--- src/rtl/product_accumulator.sv ---
// Accumulates a vector of unsigned 16-bit products into a saturating ACC_W-bit sum
// and holds the result until the consumer takes it.
module product_accumulator #(
  parameter int unsigned ACC_W = 24,
  parameter int unsigned LEN   = 8
) (
  input  logic             clk,
  input  logic             rst,
  input  logic             in_valid,
  output logic             in_ready,
  input  logic [15:0]      in_prod,
  input  logic             in_last,
  output logic             out_valid,
  input  logic             out_ready,
  output logic [ACC_W-1:0] out_sum,
  output logic             out_ovf
);

  localparam int unsigned CNT_W = 8;
  localparam logic [CNT_W-1:0] LAST_CNT = CNT_W'(LEN - 1);

  typedef enum logic [1:0] {
    IDLE,
    ACCUM,
    HOLD
  } state_e;

  state_e             state_q, state_d;
  logic [ACC_W-1:0]   acc_q, acc_d;
  logic [CNT_W-1:0]   cnt_q, cnt_d;
  logic               ovf_q, ovf_d;
  logic               in_ready_q, in_ready_d;
  logic               out_valid_q, out_valid_d;
  logic [ACC_W-1:0]   out_sum_q, out_sum_d;
  logic               out_ovf_q, out_ovf_d;

  logic [ACC_W:0]     sum_c;
  logic               sat_c;
  logic [ACC_W-1:0]   sat_sum_c;
  logic               accept_c;
  logic               final_c;

  // One extra bit on the adder exposes the carry used to detect saturation.
  assign accept_c  = in_valid & in_ready_q;
  assign sum_c     = {1'b0, acc_q} + (ACC_W+1)'(in_prod);
  assign sat_c     = sum_c[ACC_W];
  assign sat_sum_c = sat_c ? '1 : sum_c[ACC_W-1:0];
  assign final_c   = (cnt_q == LAST_CNT) || in_last;

  always_ff @(posedge clk) begin
    if (rst) begin
      state_q     <= IDLE;
      acc_q       <= '0;
      cnt_q       <= '0;
      ovf_q       <= 1'b0;
      in_ready_q  <= 1'b1;
      out_valid_q <= 1'b0;
      out_sum_q   <= '0;
      out_ovf_q   <= 1'b0;
    end else begin
      state_q     <= state_d;
      acc_q       <= acc_d;
      cnt_q       <= cnt_d;
      ovf_q       <= ovf_d;
      in_ready_q  <= in_ready_d;
      out_valid_q <= out_valid_d;
      out_sum_q   <= out_sum_d;
      out_ovf_q   <= out_ovf_d;
    end
  end

  always_comb begin
    state_d     = state_q;
    acc_d       = acc_q;
    cnt_d       = cnt_q;
    ovf_d       = ovf_q;
    in_ready_d  = in_ready_q;
    out_valid_d = out_valid_q;
    out_sum_d   = out_sum_q;
    out_ovf_d   = out_ovf_q;

    case (state_q)
      IDLE, ACCUM: begin
        if (accept_c) begin
          acc_d = sat_sum_c;
          cnt_d = cnt_q + CNT_W'(1);
          ovf_d = ovf_q | sat_c;
          if (final_c) begin
            out_sum_d   = sat_sum_c;
            out_ovf_d   = ovf_q | sat_c;
            out_valid_d = 1'b1;
            in_ready_d  = 1'b0;
            state_d     = HOLD;
          end else begin
            state_d = ACCUM;
          end
        end
      end
      HOLD: begin
        // Handshake clears the working state; the result registers keep their last value.
        if (out_ready) begin
          out_valid_d = 1'b0;
          acc_d       = '0;
          cnt_d       = '0;
          ovf_d       = 1'b0;
          in_ready_d  = 1'b1;
          state_d     = IDLE;
        end
      end
      default: begin
        state_d = IDLE;
      end
    endcase
  end

  assign in_ready  = in_ready_q;
  assign out_valid = out_valid_q;
  assign out_sum   = out_sum_q;
  assign out_ovf   = out_ovf_q;

endmodule

--- config.mk ---
export PLATFORM = sky130hd
export DESIGN_NAME = product_accumulator
export DESIGN_NICKNAME = d
export VERILOG_FILES = /design/src/rtl/product_accumulator.sv
export SDC_FILE = /design/constraint.sdc
export NUM_CORES = 1
export LEC_CHECK = 0
export CAP_MARGIN = 40
export CORE_UTILIZATION = 45
export CTS_CLUSTER_SIZE = 24
export DETAILED_ROUTE_END_ITERATION = 10
export GPL_TIMING_DRIVEN = 0
export PLACE_DENSITY = 0.71
export REMOVE_ABC_BUFFERS = 1
export SLEW_MARGIN = 20
export SYNTH_ARGS = -nofsm -noshare
export SYNTH_HDL_FRONTEND = slang
export SYNTH_SLANG_ARGS = --single-unit
--- constraint.sdc ---
create_clock -name clk -period 2.7 [get_ports clk]
set_input_delay 0.54 -clock clk [delete_from_list [all_inputs] [get_ports clk]]
set_output_delay 0.54 -clock clk [all_outputs]
set_load 0.05 [all_outputs]
==> flow_summary.yaml, run 1 <==
drt:
  vias_per_cell: 5.79
  dr.pass1.iters: 4
  drt_first_iter_violations: 214
  post-route-drc-count: 0
  routed_wirelength_mm: 9.05
  route.vias.total: 3448
  wire_per_inst_um: 15.2
  ant_nets: 0
timing:
  setup_tns_ns: 0
  skew_ns: 0.00866
  setup-violations-final: 0
  rsz0062_at_grt: "yes"
  worst_pin_slew_ns: 0.675
  fin_crit_sh: 0.973
  hold_viol: 0
  setup_ws_ns: 0.0734
  max_freq_ghz: 0.381
  final-max-slew-violation-count: 0
  finalCriticalPeriod_ns: 2.63
  max_slew_margin: 0.548
final_layout:
  final_layout_size_suffix_gt1_frac: 0.126
  stdcell_area_um2: 4440
  fin_nets: 527
  area_growth_pct: 24.3
  antennaDiodeCount: 0
  final_cell_mix: "70 x nor2_1, 62 x dfxtp_1, 48 x nand2_1"
  final_common_cell: "nor2_1"
  fin_cells: 595
outcome:
  status: "finished, final reports clean"
worst_hold_path:
  hold_path_end: "out_sum[20]"
  min_from: "out_sum[20]"
  min_delay_path_depth: 2
  hp-class: "register to register"
job:
  cap_violations: 0
cts:
  cts_tree: "yes"
  clkTransAtPathRegs_ns: 0.07
  worstSkewPairLatency_ns: 0.35
  cts_buffers: 9
  cts_max_level: 3
  cts_max_path_buffers: 2
  root_buffer: "clkbuf_8"
  cts.sink_count: 62
synthesis:
  synth_top_area_cell: "dfxtp_1"
  ys_seq_area_frac: 0.347
  synth_top_cell_area_share: 0.347
  synthArstFlopShare: 0
  synth-edff-count: 0
  synth_cell_type_count: 58
  synth-seq-cells: 62
  netlist_instances: 444
  synthTopCellsByArea: "dfxtp_1 35%, nor2_1 7.6%, ha_1 6.0%"
  syn_area_um2: 3570
  syn_avg_cell_area_um2: 8.05
  yosys_warnings: 0
  ys.flop_type: "dfxtp_1"
setup_path:
  cp_max_fo: 9
  r2r_end: "out_sum[22]"
  cp_num_buf_inv: 1
  reg2reg_from: "acc_q[0]"
  cp_top_family: "compound AO/OA/AOI/OAI gates"
  crit_chain: "clkdlybuf4s50_1, ha_1, a21oi_2, o21a_1, o21ai_0, or4b_1, a31oi_1, a211oi_2"
  crit_path_end_kind: "register"
  crit_path_top_delay_cell: "or4b_1"
  start_kind: "input port"
  required_ns: 2.93
  cp_data_arrival_time_ns: 2.86
  reg2regPathDepth: 8
  critPathKind: "input port to register"
  regToRegSetupSlack_ns: 0.25
  cp_slowest_stage_delay_ns: 0.47
placement:
  io_buffers: 47
  place_area_um2: 4120
  pre_cts_slack_ns: -0.660
  dp_hpwl_mm: 6.35
  place_inst: 574
  place.gp.congestion: 0.879
pwr:
  ir_worst_vdd_uv: 396
  p_leak_uw: 0.00160
  powerDensity_nw_per_um2: 607
die:
  die_area_um2: 8300
  coreArea_um2: 7690
  die_y_um: 91.1
  initial_utilization: 0.465
  rows: 32
  fp.dieW_um: 91.1
  io-pin-count: 48
global_routing:
  grt.overflow.total: 0
  grt_pass1_vias: 3270
  grt_usage: 0.228
  antenna_found_initial: 0
  grt_max_degree: 26
  grt_pass1_wl_mm: 15.1
-- worst register-to-register path: cells and delay by family, from the launching register on --
| kind | cells | cell delay [ns] |
|---|---|---|
| fa+ha+maj | 2 | 0.58 |
| flops | 1 | 0.34 |
| compound gates | 6 | 1.44 |
-- synth_stat cells, types with 2 or more instances --
cell type	count
o21ai_0	25
nor3_1	4
a211oi_1	10
o21a_1	2
or4_1	2
nor2_1	72
nand3_1	11
or2_2	2
clkbuf_1	10
nand2b_1	4
a211oi_2	11
a21o_1	3
buf_2	6
a22oi_1	2
and3_1	6
buf_6	2
xnor2_1	11
and2_1	3
a31oi_1	6
o211ai_1	8
dfxtp_1	62
a21oi_1	38
inv_1	4
clkbuf_2	2
or3_1	6
nand2_2	3
buf_4	2
nor4_1	3
xor2_1	9
a21oi_2	2
o31ai_1	2
o21ai_1	9
ha_1	17
nand2_1	49
nand4_1	12
nand3b_1	2
-- where the power goes --
group | total, uW | switching (uW) | internal [uW] | leakage (uW)
Combinational | 843 | 542 | 301 | 0.000999
Clock | 829 | 403 | 427 | 0.0000914
Sequential | 1020 | 40.5 | 984 | 0.000507
Total | 2700 | 985 | 1710 | 0.00160
-- cell type report --
class | count | area, um^2
clock inverter | 7 | 75.1
tap | 102 | 128
sequential | 62 | 1240
timing repair buffer | 53 | 559
inverter | 4 | 15.0
fill | 737 | 3250
clock buffer | 9 | 124
multi-input combinational | 358 | 2300
-- repair_timing --
action,in CTS,in global routing
gates resized for setup,7,10
gates cloned,2,0
pin swaps,5,7
endpoints found under the setup margin,47,28
hold buffers,0,0
setup buffers,0,3
-- metal layers --
metal | track usage | up-vias | wire (um)
met2 | 0.388 | 97 | 4310
met5 | 0 | - | 0
met1 | 0.281 | 1630 | 4220
li1 | - | 1708 | -
met3 | 0.0461 | 13 | 394
met4 | 0.0939 | 0 | 119
-- flip-flops by register name (all words and copies together) (netlist names) --
name and cells:
out_ovf 1, out_valid 1, ovf_q 1, state_q 2, cnt_q 8, out_sum 24
in_ready 1, acc_q 24
-- cells by family (layout without fill, tap and decap cells) --
group                      count (synthesis)  count (layout)  synth area share
and+or+nand+nor                          184             184             0.240
AOI/OAI and AO/OA                        134             136             0.262
DFF                                       62              62             0.347
buffers and inverters                     26              73            0.0364
xor gates and xnor gates                  20              20            0.0490
adders and majority gates                 18              18            0.0651
-- worst max-delay path by stage --
stage	startpoint	depth (start not counted)	slack (ns)	to
after global placement	rst	4	-1.56	acc_q[16]
after CTS	in_prod[0]	9	0.003	out_sum[23]
after global routing	in_prod[6]	8	-0.06	acc_q[19]
final	in_prod[14]	8	0.07	out_sum[19]
after floorplan	in_prod[0]	8	0.16	out_sum[22]
after detailed placement	in_prod[0]	9	-0.66	acc_q[9]
-- through the flow --
stage	total power (uW)	utilization	hold WS, ns
global placement	1820	0.528	0.438
CTS	2690	0.568	0.461
floorplan	1610	-	0.426
detailed placement	1850	0.536	0.451
global route	2830	0.577	0.483
finish	2700	0.577	0.462
Note: power is estimated with default switching activity, not from simulation.
==> inputs of run 2 (changes only) <==
--- a/config.mk
+++ b/config.mk
@@ -5,8 +5,10 @@
 export SDC_FILE = /design/constraint.sdc
 export NUM_CORES = 1
 export LEC_CHECK = 0
+export ABC_AREA = 1
 export CAP_MARGIN = 40
 export CORE_UTILIZATION = 45
+export CTS_BUF_LIST = sky130_fd_sc_hd__clkbuf_8
 export CTS_CLUSTER_SIZE = 24
 export DETAILED_ROUTE_END_ITERATION = 10
 export GPL_TIMING_DRIVEN = 0
==> run 2 against run 1 <==
  * Clock power is essentially flat
  * Worst hold slack lost 0.0012 ns
  * Wire length grew 12%
  * Synthesized cell count grew 39%
  * Area after synthesis grew 10%
  * Sequential cell count is the same
  * Critical path depth grew 6
  * Clock skew shrank 0.0011 ns
  * Via count grew 11%
==> flow_summary.yaml, run 2 <==
synthesis:
  synthArstFlopShare: 0
  yosys-top-cells-count: "176 x nand2_1, 89 x nor2_1, 75 x inv_1"
  netlist_instances: 615
  yosysMostFrequentCell: "nand2_1"
  synthTopCellsByArea: "dfxtp_1 32%, nand2_1 17%, nor2_1 8.5%"
  yosys_warnings: 0
  syn_area_um2: 3930
  synth-edff-count: 0
  ys.flop_type: "dfxtp_1"
  synth_top_area_cell: "dfxtp_1"
  ys_seq_area_frac: 0.316
  syn_avg_cell_area_um2: 6.39
  synth-seq-cells: 62
  synth_cell_type_count: 39
  synth_top_cell_area_share: 0.316
setup_path:
  regToRegSetupSlack_ns: 0.27
  cp_data_arrival_time_ns: 2.72
  crit_chain: "clkdlybuf4s50_1, ha_1, fa_2, nand2_1, nand2_1, nand3_1, nand2_2, nand2_2, nand2_4, nand2_8, inv_4, or2_2, nand2_1, a21oi_1"
  crit_path_end_kind: "register"
  start_kind: "input port"
  path_common_cell: "nand2_1"
  critPathKind: "input port to register"
  crit_path_top_delay_cell: "clkdlybuf4s50_1"
  required_ns: 2.92
  cp_max_fo: 12
  cp_slowest_stage_delay_ns: 0.40
drt:
  dr.pass1.iters: 5
  ant_nets: 0
  routed_wirelength_mm: 10.1
  drt_first_iter_violations: 119
  wire_per_inst_um: 13.1
  route.vias.total: 3828
  vias_per_cell: 4.95
  post-route-drc-count: 0
die:
  initial_utilization: 0.471
  fp.dieW_um: 95.4
  rows: 33
  die_y_um: 95.4
  io-pin-count: 48
  die_area_um2: 9110
  coreArea_um2: 8340
placement:
  place_inst: 753
  io_buffers: 47
  dp_hpwl_mm: 7.62
  place.gp.congestion: 0.868
outcome:
  status: "finished, final reports clean"
cts:
  cts_max_level: 3
  cts.sink_count: 62
  postCtsHoldBufs: 0
  cts_max_path_buffers: 2
  worstSkewPairLatency_ns: 0.34
  cts_tree: "yes"
  cts_buffers: 9
  clkTransAtPathRegs_ns: 0.08
  root_buffer: "clkbuf_8"
final_layout:
  antennaDiodeCount: 0
  fin_cells: 773
  area_growth_pct: 20.5
  final_layout_size_suffix_gt1_frac: 0.109
  final_common_cell: "nand2_1"
  fillCellCount: 849
  final_cell_mix: "176 x nand2_1, 88 x nor2_1, 75 x inv_1"
  fin_nets: 702
timing:
  max_slew_margin: 0.525
  worst_pin_slew_ns: 0.712
  finalCriticalPeriod_ns: 2.51
  max_freq_ghz: 0.399
  rsz0062_at_grt: "no"
  fin_crit_sh: 0.928
  hold_viol: 0
  skew_ns: 0.00759
  final-max-slew-violation-count: 0
  timing.hold.ws_ns: 0.461
  setup-violations-final: 0
global_routing:
  grt_pass1_wl_mm: 17.2
  grt_pass1_vias: 3712
  grt.overflow.total: 0
  grt_max_degree: 30
  grt_usage: 0.243
  antenna_found_initial: 0
pwr:
  ir_worst_vdd_uv: 347
  p_leak_uw: 0.00221
  powerDensity_nw_per_um2: 575
job:
  cap_violations: 0
worst_hold_path:
  hp-class: "register to register"
==> run 2: cells by family (layout without fill, tap and decap cells) <==
group / after synthesis / after routing / share of synthesized area
AO/OA/AOI/OAI: 79 / 79 / 0.111
XOR/XNOR: 8 / 8 / 0.0178
adder cells (fa/ha/maj): 18 / 18 / 0.0592
buffers and inverters: 99 / 152 / 0.102
flip-flops: 62 / 62 / 0.316
AND/OR/NAND/NOR: 349 / 349 / 0.395
==> run 2: path summary, 6_finish.rpt <==
kind | depth (start not counted) | from | to
max | 14 | in_prod[0] | acc_q[5]
min | 2 | out_valid | out_valid
max reg2reg | 8 | cnt_q[0] | out_sum[18]
min reg2reg | 2 | out_valid | out_valid
==> run 2: final cells by class <==
type                            count  area, um^2  area share
Multi-Input combinational cell    454        2300       0.486
Sequential cell                    62        1240       0.262
Timing Repair Buffer               53         551       0.116
Inverter                           83         314      0.0663
Tap cell                          105         131      0.0278
Clock buffer                        9         124      0.0262
Clock inverter                      7        73.8      0.0156
==> run 2: where the power goes <==
group	internal, uW	total [uW]	switching [uW]
combinational	313	869	555
clock	427	830	403
sequential	984	1020	38.9
total	1720	2720	997
==> run 2: worst max-delay path, delay by kind of cell <==
kind	cells	cell delay [ns]
compound gates	1	0.06
fa+ha+maj	2	0.65
buf+inv	2	0.47
simple gates	9	0.99
==> run 2: what timing repair did <==
action | 4_1_cts | 5_1_grt
resized for setup | 0 | 1
buffers inserted | 0 | 4
setup endpoints to repair | 0 | 16
==> run 2: per-stage QoR <==
stage,setup TNS [ns],area [um^2],setup slack (ns),power [uW],utilization
after floorplan,0,3840,0.224,1660,-
after global placement,-41.72,4450,-1.20,1890,0.533
after detailed placement,-8.24,4490,-0.352,1910,0.538
after CTS,0,4690,0.00934,2740,0.562
after global routing,0,4730,0.0221,2890,0.568
final,0,4730,0.194,2720,0.568
==> run 2: layer usage <==
metal	routed length [um]	share of wire	up-vias	global-route usage
li1	-	-	2026	-
met3	374	0.037	13	0.0447
met5	0	0	-	0
met2	4690	0.46	69	0.414
met4	131	0.013	0	0.0672
met1	4910	0.49	1720	0.312
